### config.mk
export PLATFORM = sky130hd
export DESIGN_NAME = csr_ctrl
export DESIGN_NICKNAME = d
export VERILOG_FILES = /design/src/rtl/csr_ctrl_pkg.sv /design/src/rtl/csr_alu.sv /design/src/rtl/csr_ctrl.sv
export SDC_FILE = /design/constraint.sdc
export NUM_CORES = 1
export LEC_CHECK = 0
export ABC_AREA = 1
export CORE_MARGIN = 1
export CORE_UTILIZATION = 40
export CTS_BUF_LIST = sky130_fd_sc_hd__clkbuf_4
export DETAILED_ROUTE_END_ITERATION = 16
export GPL_TIMING_DRIVEN = 1
export HOLD_SLACK_MARGIN = 0.15
export PLACE_DENSITY_LB_ADDON = 0.08
export SLEW_MARGIN = 20
export SYNTH_ARGS = -nofsm -noshare
export SYNTH_HDL_FRONTEND = slang
export SYNTH_SLANG_ARGS = --single-unit
export TNS_END_PERCENT = 10
### constraint.sdc
create_clock -name clk -period 11.4 [get_ports clk]
set_input_delay 3.42 -clock clk [delete_from_list [all_inputs] [get_ports clk]]
set_output_delay 3.42 -clock clk [all_outputs]
set_load 0.005 [all_outputs]
### src/rtl/csr_ctrl_pkg.sv
// rtl/csr_ctrl_pkg.sv - shared widths, state/kind/funct3 codes and CSR addresses for csr_ctrl
package csr_ctrl_pkg;

    localparam int CSR_WIDTH       = 64;
    localparam int CSR_ADDR_WIDTH  = 12;
    localparam int INSTR_MEM_WIDTH = 32;

    typedef enum logic [2:0] {
        ST_IDLE  = 3'd0,
        ST_READ  = 3'd1,
        ST_WRITE = 3'd2,
        ST_TRAP  = 3'd3,
        ST_VEC   = 3'd4,
        ST_RESP  = 3'd5
    } state_t;

    // Request kinds and trap codes share one encoding.
    localparam logic [1:0] REQ_KIND_CSR     = 2'b00;
    localparam logic [1:0] REQ_KIND_ECALL   = 2'b01;
    localparam logic [1:0] REQ_KIND_ILLEGAL = 2'b10;
    localparam logic [1:0] REQ_KIND_MRET    = 2'b11;
    localparam logic [1:0] TRAP_NONE        = 2'b00;
    localparam logic [1:0] TRAP_ILLEGAL     = 2'b10;

    localparam logic [2:0] CSR_F3_PRIV   = 3'b000;
    localparam logic [2:0] CSR_F3_CSRRW  = 3'b001;
    localparam logic [2:0] CSR_F3_CSRRS  = 3'b010;
    localparam logic [2:0] CSR_F3_CSRRC  = 3'b011;
    localparam logic [2:0] CSR_F3_RSV    = 3'b100;
    localparam logic [2:0] CSR_F3_CSRRWI = 3'b101;
    localparam logic [2:0] CSR_F3_CSRRSI = 3'b110;
    localparam logic [2:0] CSR_F3_CSRRCI = 3'b111;

    localparam logic [CSR_ADDR_WIDTH-1:0] CSR_MSTATUS = 12'h300;
    localparam logic [CSR_ADDR_WIDTH-1:0] CSR_MTVEC   = 12'h305;
    localparam logic [CSR_ADDR_WIDTH-1:0] CSR_MEPC    = 12'h341;
    localparam logic [CSR_ADDR_WIDTH-1:0] CSR_MCAUSE  = 12'h342;

    function automatic logic csr_is_known(input logic [CSR_ADDR_WIDTH-1:0] addr);
        return (addr == CSR_MSTATUS) || (addr == CSR_MTVEC) ||
               (addr == CSR_MEPC)    || (addr == CSR_MCAUSE);
    endfunction

endpackage

### src/rtl/csr_alu.sv
// rtl/csr_alu.sv - combinational new-value and write-needed computation for CSR read-modify-write ops
module csr_alu
    import csr_ctrl_pkg::*;
(
    input  logic [2:0]           funct3,
    input  logic [CSR_WIDTH-1:0] old_val,
    input  logic [CSR_WIDTH-1:0] rs1_data,
    input  logic [4:0]           zimm,
    output logic [CSR_WIDTH-1:0] new_val,
    output logic                 write_needed
);

    logic [CSR_WIDTH-1:0] operand;

    always_comb begin
        operand      = funct3[2] ? {{(CSR_WIDTH-5){1'b0}}, zimm} : rs1_data;
        new_val      = old_val;
        write_needed = 1'b0;
        // zimm doubles as the rs1 index, so zimm==0 also means rs1=x0 for register forms.
        case (funct3)
            CSR_F3_CSRRW, CSR_F3_CSRRWI: begin
                new_val      = operand;
                write_needed = 1'b1;
            end
            CSR_F3_CSRRS, CSR_F3_CSRRSI: begin
                new_val      = old_val | operand;
                write_needed = (zimm != 5'd0);
            end
            CSR_F3_CSRRC, CSR_F3_CSRRCI: begin
                new_val      = old_val & ~operand;
                write_needed = (zimm != 5'd0);
            end
            default: begin
                new_val      = old_val;
                write_needed = 1'b0;
            end
        endcase
    end

endmodule

### src/rtl/csr_ctrl.sv
// rtl/csr_ctrl.sv - CSR/ECALL/illegal/MRET sequencer driving the csrs register-file port
// Optional: define CSR_CTRL_UNKNOWN_TRAP_EN to trap CSR ops on unimplemented addresses.
module csr_ctrl
    import csr_ctrl_pkg::*;
(
    input  logic                       clk,
    input  logic                       rst,
    input  logic                       req_valid,
    output logic                       req_ready,
    input  logic [1:0]                 req_kind,
    input  logic [2:0]                 req_funct3,
    input  logic [CSR_ADDR_WIDTH-1:0]  req_csr_addr,
    input  logic [CSR_WIDTH-1:0]       req_rs1_data,
    input  logic [4:0]                 req_zimm,
    input  logic [INSTR_MEM_WIDTH-1:0] req_pc,
    output logic [CSR_ADDR_WIDTH-1:0]  csr_read_addr,
    input  logic [CSR_WIDTH-1:0]       csr_read_data,
    output logic                       csr_we,
    output logic [CSR_ADDR_WIDTH-1:0]  csr_write_addr,
    output logic [CSR_WIDTH-1:0]       csr_write_data,
    output logic [1:0]                 csr_trap,
    output logic [INSTR_MEM_WIDTH-1:0] csr_pc,
    output logic                       resp_valid,
    input  logic                       resp_ready,
    output logic [CSR_WIDTH-1:0]       resp_rd_data,
    output logic                       resp_redirect,
    output logic [INSTR_MEM_WIDTH-1:0] resp_redirect_pc
);

    state_t                     state_q, state_d;
    logic [1:0]                 kind_q, kind_d;
    logic [2:0]                 funct3_q, funct3_d;
    logic [CSR_ADDR_WIDTH-1:0]  addr_q, addr_d;
    logic [CSR_WIDTH-1:0]       rs1_q, rs1_d;
    logic [4:0]                 zimm_q, zimm_d;
    logic [INSTR_MEM_WIDTH-1:0] pc_q, pc_d;
    logic [CSR_WIDTH-1:0]       new_q, new_d;
    logic [CSR_WIDTH-1:0]       rd_q, rd_d;
    logic                       redirect_q, redirect_d;
    logic [INSTR_MEM_WIDTH-1:0] redirect_pc_q, redirect_pc_d;

    logic [CSR_WIDTH-1:0] alu_new;
    logic                 alu_write;
    logic                 addr_unknown;

    csr_alu u_alu (
        .funct3       (funct3_q),
        .old_val      (csr_read_data),
        .rs1_data     (rs1_q),
        .zimm         (zimm_q),
        .new_val      (alu_new),
        .write_needed (alu_write)
    );

`ifdef CSR_CTRL_UNKNOWN_TRAP_EN
    assign addr_unknown = !csr_is_known(addr_q);
`else
    assign addr_unknown = 1'b0;
`endif

    always_ff @(posedge clk or posedge rst) begin
        if (rst) begin
            state_q       <= ST_IDLE;
            kind_q        <= REQ_KIND_CSR;
            funct3_q      <= 3'd0;
            addr_q        <= '0;
            rs1_q         <= '0;
            zimm_q        <= 5'd0;
            pc_q          <= '0;
            new_q         <= '0;
            rd_q          <= '0;
            redirect_q    <= 1'b0;
            redirect_pc_q <= '0;
        end else begin
            state_q       <= state_d;
            kind_q        <= kind_d;
            funct3_q      <= funct3_d;
            addr_q        <= addr_d;
            rs1_q         <= rs1_d;
            zimm_q        <= zimm_d;
            pc_q          <= pc_d;
            new_q         <= new_d;
            rd_q          <= rd_d;
            redirect_q    <= redirect_d;
            redirect_pc_q <= redirect_pc_d;
        end
    end

    always_comb begin
        state_d          = state_q;
        kind_d           = kind_q;
        funct3_d         = funct3_q;
        addr_d           = addr_q;
        rs1_d            = rs1_q;
        zimm_d           = zimm_q;
        pc_d             = pc_q;
        new_d            = new_q;
        rd_d             = rd_q;
        redirect_d       = redirect_q;
        redirect_pc_d    = redirect_pc_q;
        req_ready        = 1'b0;
        csr_read_addr    = '0;
        csr_we           = 1'b0;
        csr_write_addr   = '0;
        csr_write_data   = '0;
        csr_trap         = TRAP_NONE;
        csr_pc           = '0;
        resp_valid       = 1'b0;
        resp_rd_data     = '0;
        resp_redirect    = 1'b0;
        resp_redirect_pc = '0;

        case (state_q)
            ST_IDLE: begin
                req_ready = 1'b1;
                if (req_valid) begin
                    // Reserved funct3 values on a CSR op become an illegal-instruction trap.
                    if (req_kind == REQ_KIND_CSR &&
                        (req_funct3 == CSR_F3_PRIV || req_funct3 == CSR_F3_RSV))
                        kind_d = TRAP_ILLEGAL;
                    else
                        kind_d = req_kind;
                    funct3_d      = req_funct3;
                    addr_d        = req_csr_addr;
                    rs1_d         = req_rs1_data;
                    zimm_d        = req_zimm;
                    pc_d          = req_pc;
                    new_d         = '0;
                    rd_d          = '0;
                    redirect_d    = 1'b0;
                    redirect_pc_d = '0;
                    state_d       = (kind_d == REQ_KIND_CSR) ? ST_READ : ST_TRAP;
                end
            end
            ST_READ: begin
                csr_read_addr = addr_q;
                if (addr_unknown) begin
                    kind_d  = TRAP_ILLEGAL;
                    state_d = ST_TRAP;
                end else begin
                    rd_d    = csr_read_data;
                    new_d   = alu_new;
                    state_d = alu_write ? ST_WRITE : ST_RESP;
                end
            end
            ST_WRITE: begin
                csr_we         = 1'b1;
                csr_write_addr = addr_q;
                csr_write_data = new_q;
                state_d        = ST_RESP;
            end
            ST_TRAP: begin
                csr_trap = kind_q;
                csr_pc   = pc_q;
                state_d  = ST_VEC;
            end
            ST_VEC: begin
                rd_d       = '0;
                redirect_d = 1'b1;
                if (kind_q == REQ_KIND_ECALL || kind_q == REQ_KIND_ILLEGAL) begin
                    // Direct mode only: the mtvec mode bits are dropped.
                    csr_read_addr = CSR_MTVEC;
                    redirect_pc_d = {csr_read_data[INSTR_MEM_WIDTH-1:2], 2'b00};
                end else begin
                    csr_read_addr = CSR_MEPC;
                    redirect_pc_d = csr_read_data[INSTR_MEM_WIDTH-1:0];
                end
                state_d = ST_RESP;
            end
            ST_RESP: begin
                resp_valid       = 1'b1;
                resp_rd_data     = rd_q;
                resp_redirect    = redirect_q;
                resp_redirect_pc = redirect_pc_q;
                if (resp_ready)
                    state_d = ST_IDLE;
            end
            default: state_d = ST_IDLE;
        endcase
    end

endmodule

Word level (Yosys, flattened, before mapping) --
Index checks and enable logic that the tools add are counted.
Word-level totals: logic and storage cells 82, input bits 186, register bits 282, output and inout port bits 222
Operators by class: equality and inequality tests 16, multiplexer cells 31, bitwise gates (word level) 3, reductions and logical operators 21
Operators with widths (number):
- $pmux 64 s3 | 2
- $mux 64 | 4
- $pmux 64 s2 | 1
- $mux 32 | 3
- $and 64x64->64 | 1
- $not 64->64 | 1
- $or 64x64->64 | 1
- $pmux 32 s2 | 1
- $pmux 12 s2 | 1
- $eq 3x3->1 const B | 6
- $pmux 3 s5 | 1
- $eq 3x2->1 const B | 4
- $mux 12 | 1
- $mux 2 | 6
- $reduce_and 2->1 | 5
- $mux 3 | 3
- $reduce_or 2->1 | 4
- $mux 7 | 1
- $eq 3x1->1 const B | 2
- $logic_not 3->1 | 2
- $mux 1 | 5
- $reduce_bool 5->1 | 1
- $logic_not 2->1 | 2
- $ne 2x2->1 const B | 2
- 8 further kinds | 11

Logic depth before layout (Yosys ltp) --
Gate-level depths: netlist of the first run.
depth after elaboration 10, mapped depth 10, mapped depth without buffers 9

Hierarchy --
From an unflattened synthesis of the first run, not the netlist that was laid out.
Second synthesis, totals: cell total of the unflattened synthesis 2003, area total of the unflattened synthesis 14068.5 µm²
By module, submodules not included:
- csr_ctrl | seq. area each 7056.8 µm², area an instance 12524.5 µm², instances 1, cells an instance 1632
- csr_alu | seq. area each 0.0 µm², area an instance 1544.0 µm², instances 1, cells an instance 371

Least setup slack after synthesis of the first run --
No wires, ideal clock.
kind register -> output, start point register state_q[2], end point output port csr_write_addr[0], path slack 6676 ps, data required time 7980 ps, arrival time 1304 ps, stages on the path, launching flop included 8, path buffers 2, path through dfrtp_1 -> inv_2 -> nand2_1 -> nor2_1 -> inv_1 -> clkbuf_1 -> clkbuf_1 -> nor2_1
On the way: word-level cells in the longest chain between the ends 2
RTL lines:
- start: declaration | line csr_ctrl.sv:30 | state_t state_q, state_d;
- start signal: assignment | line csr_ctrl.sv:75 | state_q <= state_d;
- $eq 3x2->1 | line csr_ctrl.sv:113 | case (state_q)
- $mux 12 | line csr_ctrl.sv:113
- end: declaration | line csr_ctrl.sv:19 | output logic [CSR_ADDR_WIDTH-1:0] csr_write_addr,
No other way between the ends.

Worst setup path in the final report of the first run --
Same ends and word-level chain as after synthesis.

==> qor.csv, run 1 <==
stage;metric;value;unit
sta;Final TNS setup;0;ns
sta;Clock Skews;0.0416;ns
logic_synthesis;adder and majority gate portion of the synthesized area;0;%
detailed_routing;1st-iter DRT viols;738;
cells_and_area;Final Non-Filler Cells;2665;
logic_synthesis;Mapped Avg Cell Area;7.46;um^2
sta;Worst Hold Margin;0.471;ns
cells_and_area;commonest non-fill, non-tap cells in the layout;nand2_1 (607), clkdlybuf4s50_1 (407), dfrtp_1 (282), inv_1 (260), nor2_1 (233);
clock_tree;total CTS buffers;77;
critical_path;CP Data Required Time;7.98;ns
power;switch share;40.8;%
logic_synthesis;yosys warns;0;
critical_path;Setup crit start kind;flop;
logic_synthesis;complex-gate fraction of the synthesized area;6.94;%
clock_tree;Hold Buf Count CTS;0;
logic_synthesis;Mapped Cells;1762;
detailed_routing;final WL;43200;um
clock_tree;clock sinks;282;
power;Comb pwr share;41.4;%
logic_synthesis;Synth cell types;23;
cells_and_area;Total Nets Final;2351;
worst_hold_path;Hold WC Path Type;flop to flop;
logic_synthesis;simple-gate share of the synthesized area;28.6;%
sta;actual slew at the worst max-slew pin;1.08;ns
global_route;grt ovf;0;
detailed_routing;Final ANT Viol Nets;0;
sta;Max Fclk;0.149;GHz
power;sequential power share;36.9;%
global_route;pin count of the biggest net entering global routing;176;
cells_and_area;layout cells sized above 1;6.94;%
placed_design;dpl cells;2527;
global_route;total track usage;25.9;%
logic_synthesis;Mapped Nets;1948;
cells_and_area;Layout area overhead;41.5;%
cells_and_area;fill count;3128;
detailed_routing;post-DR vias/cell;4.74;
detailed_routing;DRC;0;
clock_tree;clock root cell;clkbuf_4;
logic_synthesis;multiplexer share of the synthesized area;0;%
global_route;first-pass GRT wire length;67600;um
floorplanning;core area;32500;um^2
global_route;initial antenna violation count;6;
sta;Max Transition Viols Final;0;
power;Clock power frac;21.6;%
sta;final count of hold timing violations;0;
floorplanning;Die Span X;183;um
placed_design;HPWL Detailed;28500;um
detailed_routing;wire per inst;16.2;um
placed_design;DP Worst Slack;5.30;ns
sta;Relative slew margins;28.0;%
clock_tree;CTS tree;built;
cells_and_area;most common cell after layout, fill and taps aside;nand2_1;
logic_synthesis;synthesis-stage register bit count;282;
power;worst vdd ir;0.000146;V
floorplanning;die height;183;um
sta;fin crit period;6.69;ns
cells_and_area;Storage cell area;7060;um^2
logic_synthesis;area share of xor/xnor cells in the synthesized design;0.0666;%
critical_path;critical path class;flop to output port;
floorplanning;Initial Utilization;40.5;%
critical_path;Crit. End Element;output port;
critical_path;maximum fanout along the worst path;40;
logic_synthesis;Seq/Total Area, Yosys;53.7;%
power;pwr dens;240;nW/um^2
job;max cap viols;0;
floorplanning;num ports;408;
clock_tree;Post-CTS Setup Bufs;0;
placed_design;Final GP Congestion;0.839;
logic_synthesis;combinational family with the most area after synthesis;simple AND/OR/NAND/NOR gates;
global_route;vias in the first global route;12567;
sta;RSZ-0062 raised after global routing;false;
sta;Final Cycle Share;58.7;%
logic_synthesis;area of the mapped netlist;13100;um^2
clock_tree;CTS max path bufs;3;
floorplanning;die footprint;33600;um^2
outcome;outcome;completed;
cells_and_area;area of the multi-input gates;4720;um^2
detailed_routing;vias after detailed routing;12631;
floorplanning;Cell Rows;66;
power;internal power;2640;uW
sta;final setup fails;0;
clock_tree;post-cts resize count;0;
sta;fin worst setup slack;4.71;ns
clock_tree;clock-pin slew on the worst setup and hold paths;0.06;ns
critical_path;Critical Path AT;3.27;ns
placed_design;I/O Buffers;407;
power;switching power;1820;uW
clock_tree;Clock Latency Late Sink;0.67;ns
clock_tree;H-tree depth;3;
power;Leak;0.00886;uW
detailed_routing;Pre-Repair DR Iteration Count;5;
per-stage QoR:
step	area (um^2)	util [%]	power, uW
finish	18600	57.3	4470
detailed placement	17500	54.0	3530
floorplan	13100	-	2790
CTS	18600	57.2	4520
global placement	17500	54.0	3480
global route	18600	57.3	4850
power by group through the flow:
stage               sequential, uW  combinational [uW]  clock (uW)
finish                        1650                1850         967
global route                  1700                2090        1050
CTS                           1650                1870        1000
detailed placement            1660                1870           0
global placement              1650                1830           0
floorplan                     1600                1180           0
final cells by class:
| type | instances | share of cell area (%) |
|---|---|---|
| diodes | 5 | 0.0673 |
| flip-flops and latches | 282 | 37.9 |
| clock inverters | 17 | 0.915 |
| repair buffers | 420 | 22.6 |
| well taps | 442 | 2.97 |
| clock buffers | 115 | 4.64 |
| inverters | 268 | 5.48 |
| multi-input cells | 1116 | 25.4 |
routing by layer:
layer / track usage [%] / routed length (um)
met5: 0 / 11
met2: 41.9 / 20000
met3: 7.15 / 3280
met1: 32.6 / 18500
met4: 11.3 / 1490
flip-flops by register name, indices dropped and copies added (netlist names):
register,count
kind_q,2
addr_q,12
redirect_pc_q,32
rs1_q,64
redirect_q,1
state_q,3
pc_q,32
new_q,64
zimm_q,5
rd_q,64
funct3_q,3
Yosys cell counts (all sizes together):
| library cell | count | area [um^2] |
|---|---|---|
| a21oi | 2 | 10.0 |
| inv | 268 | 1010 |
| nand4 | 37 | 231 |
| or2 | 2 | 12.5 |
| nor3 | 3 | 37.5 |
| buf | 40 | 190 |
| a31oi | 1 | 6.26 |
| clkbuf | 56 | 210 |
| dfrtp | 282 | 7060 |
| xnor2 | 1 | 8.76 |
| nand3 | 57 | 285 |
| o211ai | 9 | 67.6 |
| nor2 | 238 | 906 |
| o22ai | 34 | 213 |
| nand2 | 609 | 2290 |
| o21ai | 123 | 616 |
cell families (layout without fill, tap and decap cells):
kind of cell              after synthesis  count (layout)
and+or+nand+nor                       946             946
buffers and inverters                 364             820
DFF                                   282             282
AOI/OAI and AO/OA                     169             169
xor gates and xnor gates                1               1
other                                   0               5
worst max-delay path: stages, from the launching register on:
cell	delay, ns
dfrtp_1	0.43
inv_2	0.11
nand2_1	0.09
nor2_1	0.22
clkinv_2	0.55
buf_4	0.48
nor2_1	0.17
clkdlybuf4s50_1	0.52
worst paths after layout:
kind                                   startpoint                            end  slack (ns)  cells past startpoint
max in group asynchronous                     rst  redirect_pc_q[27]$_DFFE_PP0P_        6.67                      4
max reg2reg                state_q[1]$_DFFE_PP0P_           rd_q[28]$_DFFE_PP0P_        8.14                      8
min                          rd_q[40]$_DFFE_PP0P_           rd_q[40]$_DFFE_PP0P_        0.47                      2
min in group asynchronous                     rst            pc_q[9]$_DFFE_PP0P_        3.26                      2
min reg2reg                  rd_q[40]$_DFFE_PP0P_           rd_q[40]$_DFFE_PP0P_        0.47                      2
max                        state_q[2]$_DFFE_PP0P_              csr_write_addr[0]        4.71                      7
Note: power is estimated with default switching activity, not from simulation.
==> run 2: changes to the inputs <==
- clock period: 11.4 -> 5.6 ns (I/O delays scaled with it)
==> run 2 against run 1 <==
Against the previous run: clock-buffer cell count grew 3; hold slack worse by 0.0043 ns; wire length hardly changed; global-route usage up 0.10 points; core utilization is essentially flat; clock skew rose by 0.030 ns; flip-flop and latch count stayed put; final area is essentially flat; largest power group unchanged.
==> qor.csv, run 2 (synthesis results as in run 1) <==
stage;metric;value;unit;change
placed_design;Final GP Congestion;0.815;;was 0.839
clock_tree;CTS tree;built;;unchanged
sta;Max Transition Viols Final;0;;unchanged
detailed_routing;final WL;43200;um;about the same
detailed_routing;wire per inst;16.1;um;was 16.2 um
worst_hold_path;Worst Hold Launch;rd_q[50]$_DFFE_PP0P_;;was rd_q[40]$_DFFE_PP0P_
cells_and_area;most common cell after layout, fill and taps aside;nand2_1;;unchanged
detailed_routing;post-DR vias/cell;4.69;;was 4.74
clock_tree;Post-CTS Setup Bufs;0;;unchanged
floorplanning;Die Span X;183;um;unchanged
global_route;first-pass GRT wire length;67800;um;was 67600 um
sta;Clock Skews;0.0714;ns;was 0.0416 ns
worst_hold_path;hold endpoint;rd_q[50]$_DFFE_PP0P_;;was rd_q[40]$_DFFE_PP0P_
critical_path;maximum fanout along the worst path;45;;was 40
cells_and_area;layout cells sized above 1;7.19;%;was 6.94%
floorplanning;die footprint;33600;um^2;unchanged
cells_and_area;Layout area overhead;41.5;%;about the same
clock_tree;Clock Latency Late Sink;0.71;ns;was 0.67 ns
clock_tree;clock sinks;282;;unchanged
power;worst vdd ir;0.000300;V;was 0.000146 V
clock_tree;total CTS buffers;79;;was 77
floorplanning;Cell Rows;66;;unchanged
clock_tree;H-tree depth;3;;unchanged
placed_design;I/O Buffers;407;;unchanged
sta;Relative slew margins;23.9;%;was 28.0%
global_route;grt ovf;0;;unchanged
detailed_routing;1st-iter DRT viols;717;;was 738
outcome;outcome;completed;;unchanged
sta;Worst Hold Margin;0.466;ns;was 0.471 ns
worst_hold_path;hold path cells;2;;unchanged
clock_tree;clock-pin slew on the worst setup and hold paths;0.07;ns;was 0.06 ns
detailed_routing;Pre-Repair DR Iteration Count;6;;was 5
cells_and_area;Largest regs;new_q (64), rd_q (64), rs1_q (64);;unchanged
cells_and_area;final core occ;57.3;%;about the same
cells_and_area;fill count;3125;;was 3128
critical_path;CP Data Required Time;3.92;ns;was 7.98 ns
cells_and_area;Storage cell area;7060;um^2;unchanged
sta;fin crit period;5.05;ns;
power;Clock power frac;21.1;%;was 21.6%
detailed_routing;Final ANT Viol Nets;0;;unchanged
power;internal power;5330;uW;was 2640 uW
placed_design;DP Worst Slack;1.29;ns;was 5.30 ns
global_route;initial antenna violation count;8;;was 6
global_route;vias in the first global route;12407;;was 12567
sta;final count of hold timing violations;0;;unchanged
worst_hold_path;Hold WC Path Type;flop to flop;;unchanged
clock_tree;clock root cell;clkbuf_4;;unchanged
power;sequential power share;37.1;%;was 36.9%
floorplanning;die height;183;um;unchanged
power;switching power;3720;uW;was 1820 uW
detailed_routing;vias after detailed routing;12551;;was 12631
detailed_routing;DRC;0;;unchanged
clock_tree;Hold Buf Count CTS;0;;unchanged
cells_and_area;Total Nets Final;2359;;was 2351
sta;actual slew at the worst max-slew pin;1.14;ns;was 1.08 ns
sta;Final Cycle Share;90.1;%;
critical_path;Critical Path AT;3.37;ns;was 3.27 ns
critical_path;Worst R2R Start;state_q[2]$_DFFE_PP0P_;;was state_q[1]$_DFFE_PP0P_
job;max cap viols;0;;unchanged
critical_path;critical path class;flop to output port;;unchanged
sta;RSZ-0062 raised after global routing;false;;unchanged
power;Comb pwr share;41.8;%;was 41.4%
sta;Final TNS setup;0;ns;unchanged
global_route;total track usage;26.1;%;was 25.9%
power;switch share;41.1;%;was 40.8%
sta;final setup fails;0;;unchanged
placed_design;HPWL Detailed;28600;um;was 28500 um
floorplanning;num ports;408;;unchanged
critical_path;reg2reg setup slack;2.35;ns;was 8.14 ns
sta;Max Fclk;0.198;GHz;
clock_tree;post-cts resize count;0;;unchanged
power;pwr dens;487;nW/um^2;was 240 nW/um^2
critical_path;Crit. End Element;output port;;unchanged
cells_and_area;area of the multi-input gates;4710;um^2;was 4720 um^2
power;Leak;0.00886;uW;about the same
critical_path;Setup crit start kind;flop;;unchanged
critical_path;Register-to-Register Path Depth;8;;unchanged
floorplanning;Initial Utilization;40.5;%;unchanged
sta;fin worst setup slack;0.553;ns;was 4.71 ns
global_route;pin count of the biggest net entering global routing;159;;was 176
clock_tree;CTS max path bufs;3;;unchanged
floorplanning;core area;32500;um^2;unchanged
critical_path;reg-to-reg endpoint;new_q[12]$_DFFE_PP0P_;;was rd_q[28]$_DFFE_PP0P_
cells_and_area;commonest non-fill, non-tap cells in the layout;nand2_1 (607), clkdlybuf4s50_1 (407), dfrtp_1 (282), inv_1 (261), nor2_1 (234);;was nand2_1 (607), clkdlybuf4s50_1 (407), dfrtp_1 (282), inv_1 (260), nor2_1 (233)
## run 2: power by group through the flow
stage / Sequential (uW) / Clock [uW] / Combinational [uW]
2_1_floorplan: 3260 / 0 / 2410
3_3_place_gp: 3360 / 0 / 3750
3_5_place_dp: 3380 / 0 / 3810
4_1_cts: 3350 / 1970 / 3830
5_1_grt: 3470 / 2080 / 4270
6_report: 3360 / 1910 / 3780
## run 2: area by class of cell
type | instances | share of cell area [%]
Clock inverter | 16 | 0.653
Inverter | 268 | 5.44
Clock buffer | 118 | 4.76
Tap cell | 442 | 2.97
Multi-Input combinational cell | 1116 | 25.4
Antenna cell | 8 | 0.108
Timing Repair Buffer | 426 | 22.8
Sequential cell | 282 | 37.9
## run 2: per-stage QoR
step	instance area, um^2	instances	total power, uW
CTS	18600	2668	9150
floorplan	13100	1762	5670
global placement	17600	2534	7100
global route	18600	2676	9820
finish	18600	2676	9050
detailed placement	17600	2534	7190
## run 2: worst max-delay path by stage
stage	start	end	slack, ns	cells after the start
global route	state_q[2]$_DFFE_PP0P_	csr_write_data[16]	0.37	7
floorplan	rst	addr_q[0]$_DFFE_PP0P_	0.18	1
CTS	state_q[2]$_DFFE_PP0P_	csr_write_addr[2]	0.50	7
detailed placement	state_q[2]$_DFFE_PP0P_	csr_write_addr[5]	1.29	7
global placement	state_q[2]$_DFFE_PP0P_	csr_write_addr[11]	1.35	7
finish	state_q[2]$_DFFE_PP0P_	csr_write_data[16]	0.55	7
## run 2: worst max-delay path, cell delays in order (launching register included)
cell,delay (ns)
dfrtp_1,0.44
inv_2,0.11
nand2_1,0.08
nor2_1,0.23
clkinv_2,0.68
buf_4,0.49
nor2_1,0.12
clkdlybuf4s50_1,0.51
## run 2: layer usage
metal  global-route usage, %  vias to the layer above  part of all wire [%]
li1                        -                     6207                     -
met5                       0                        -                     0
met2                    41.6                      453                    46
met1                    33.4                     5798                    43
met4                    11.3                        0                   3.1
met3                    6.75                       93                   7.5
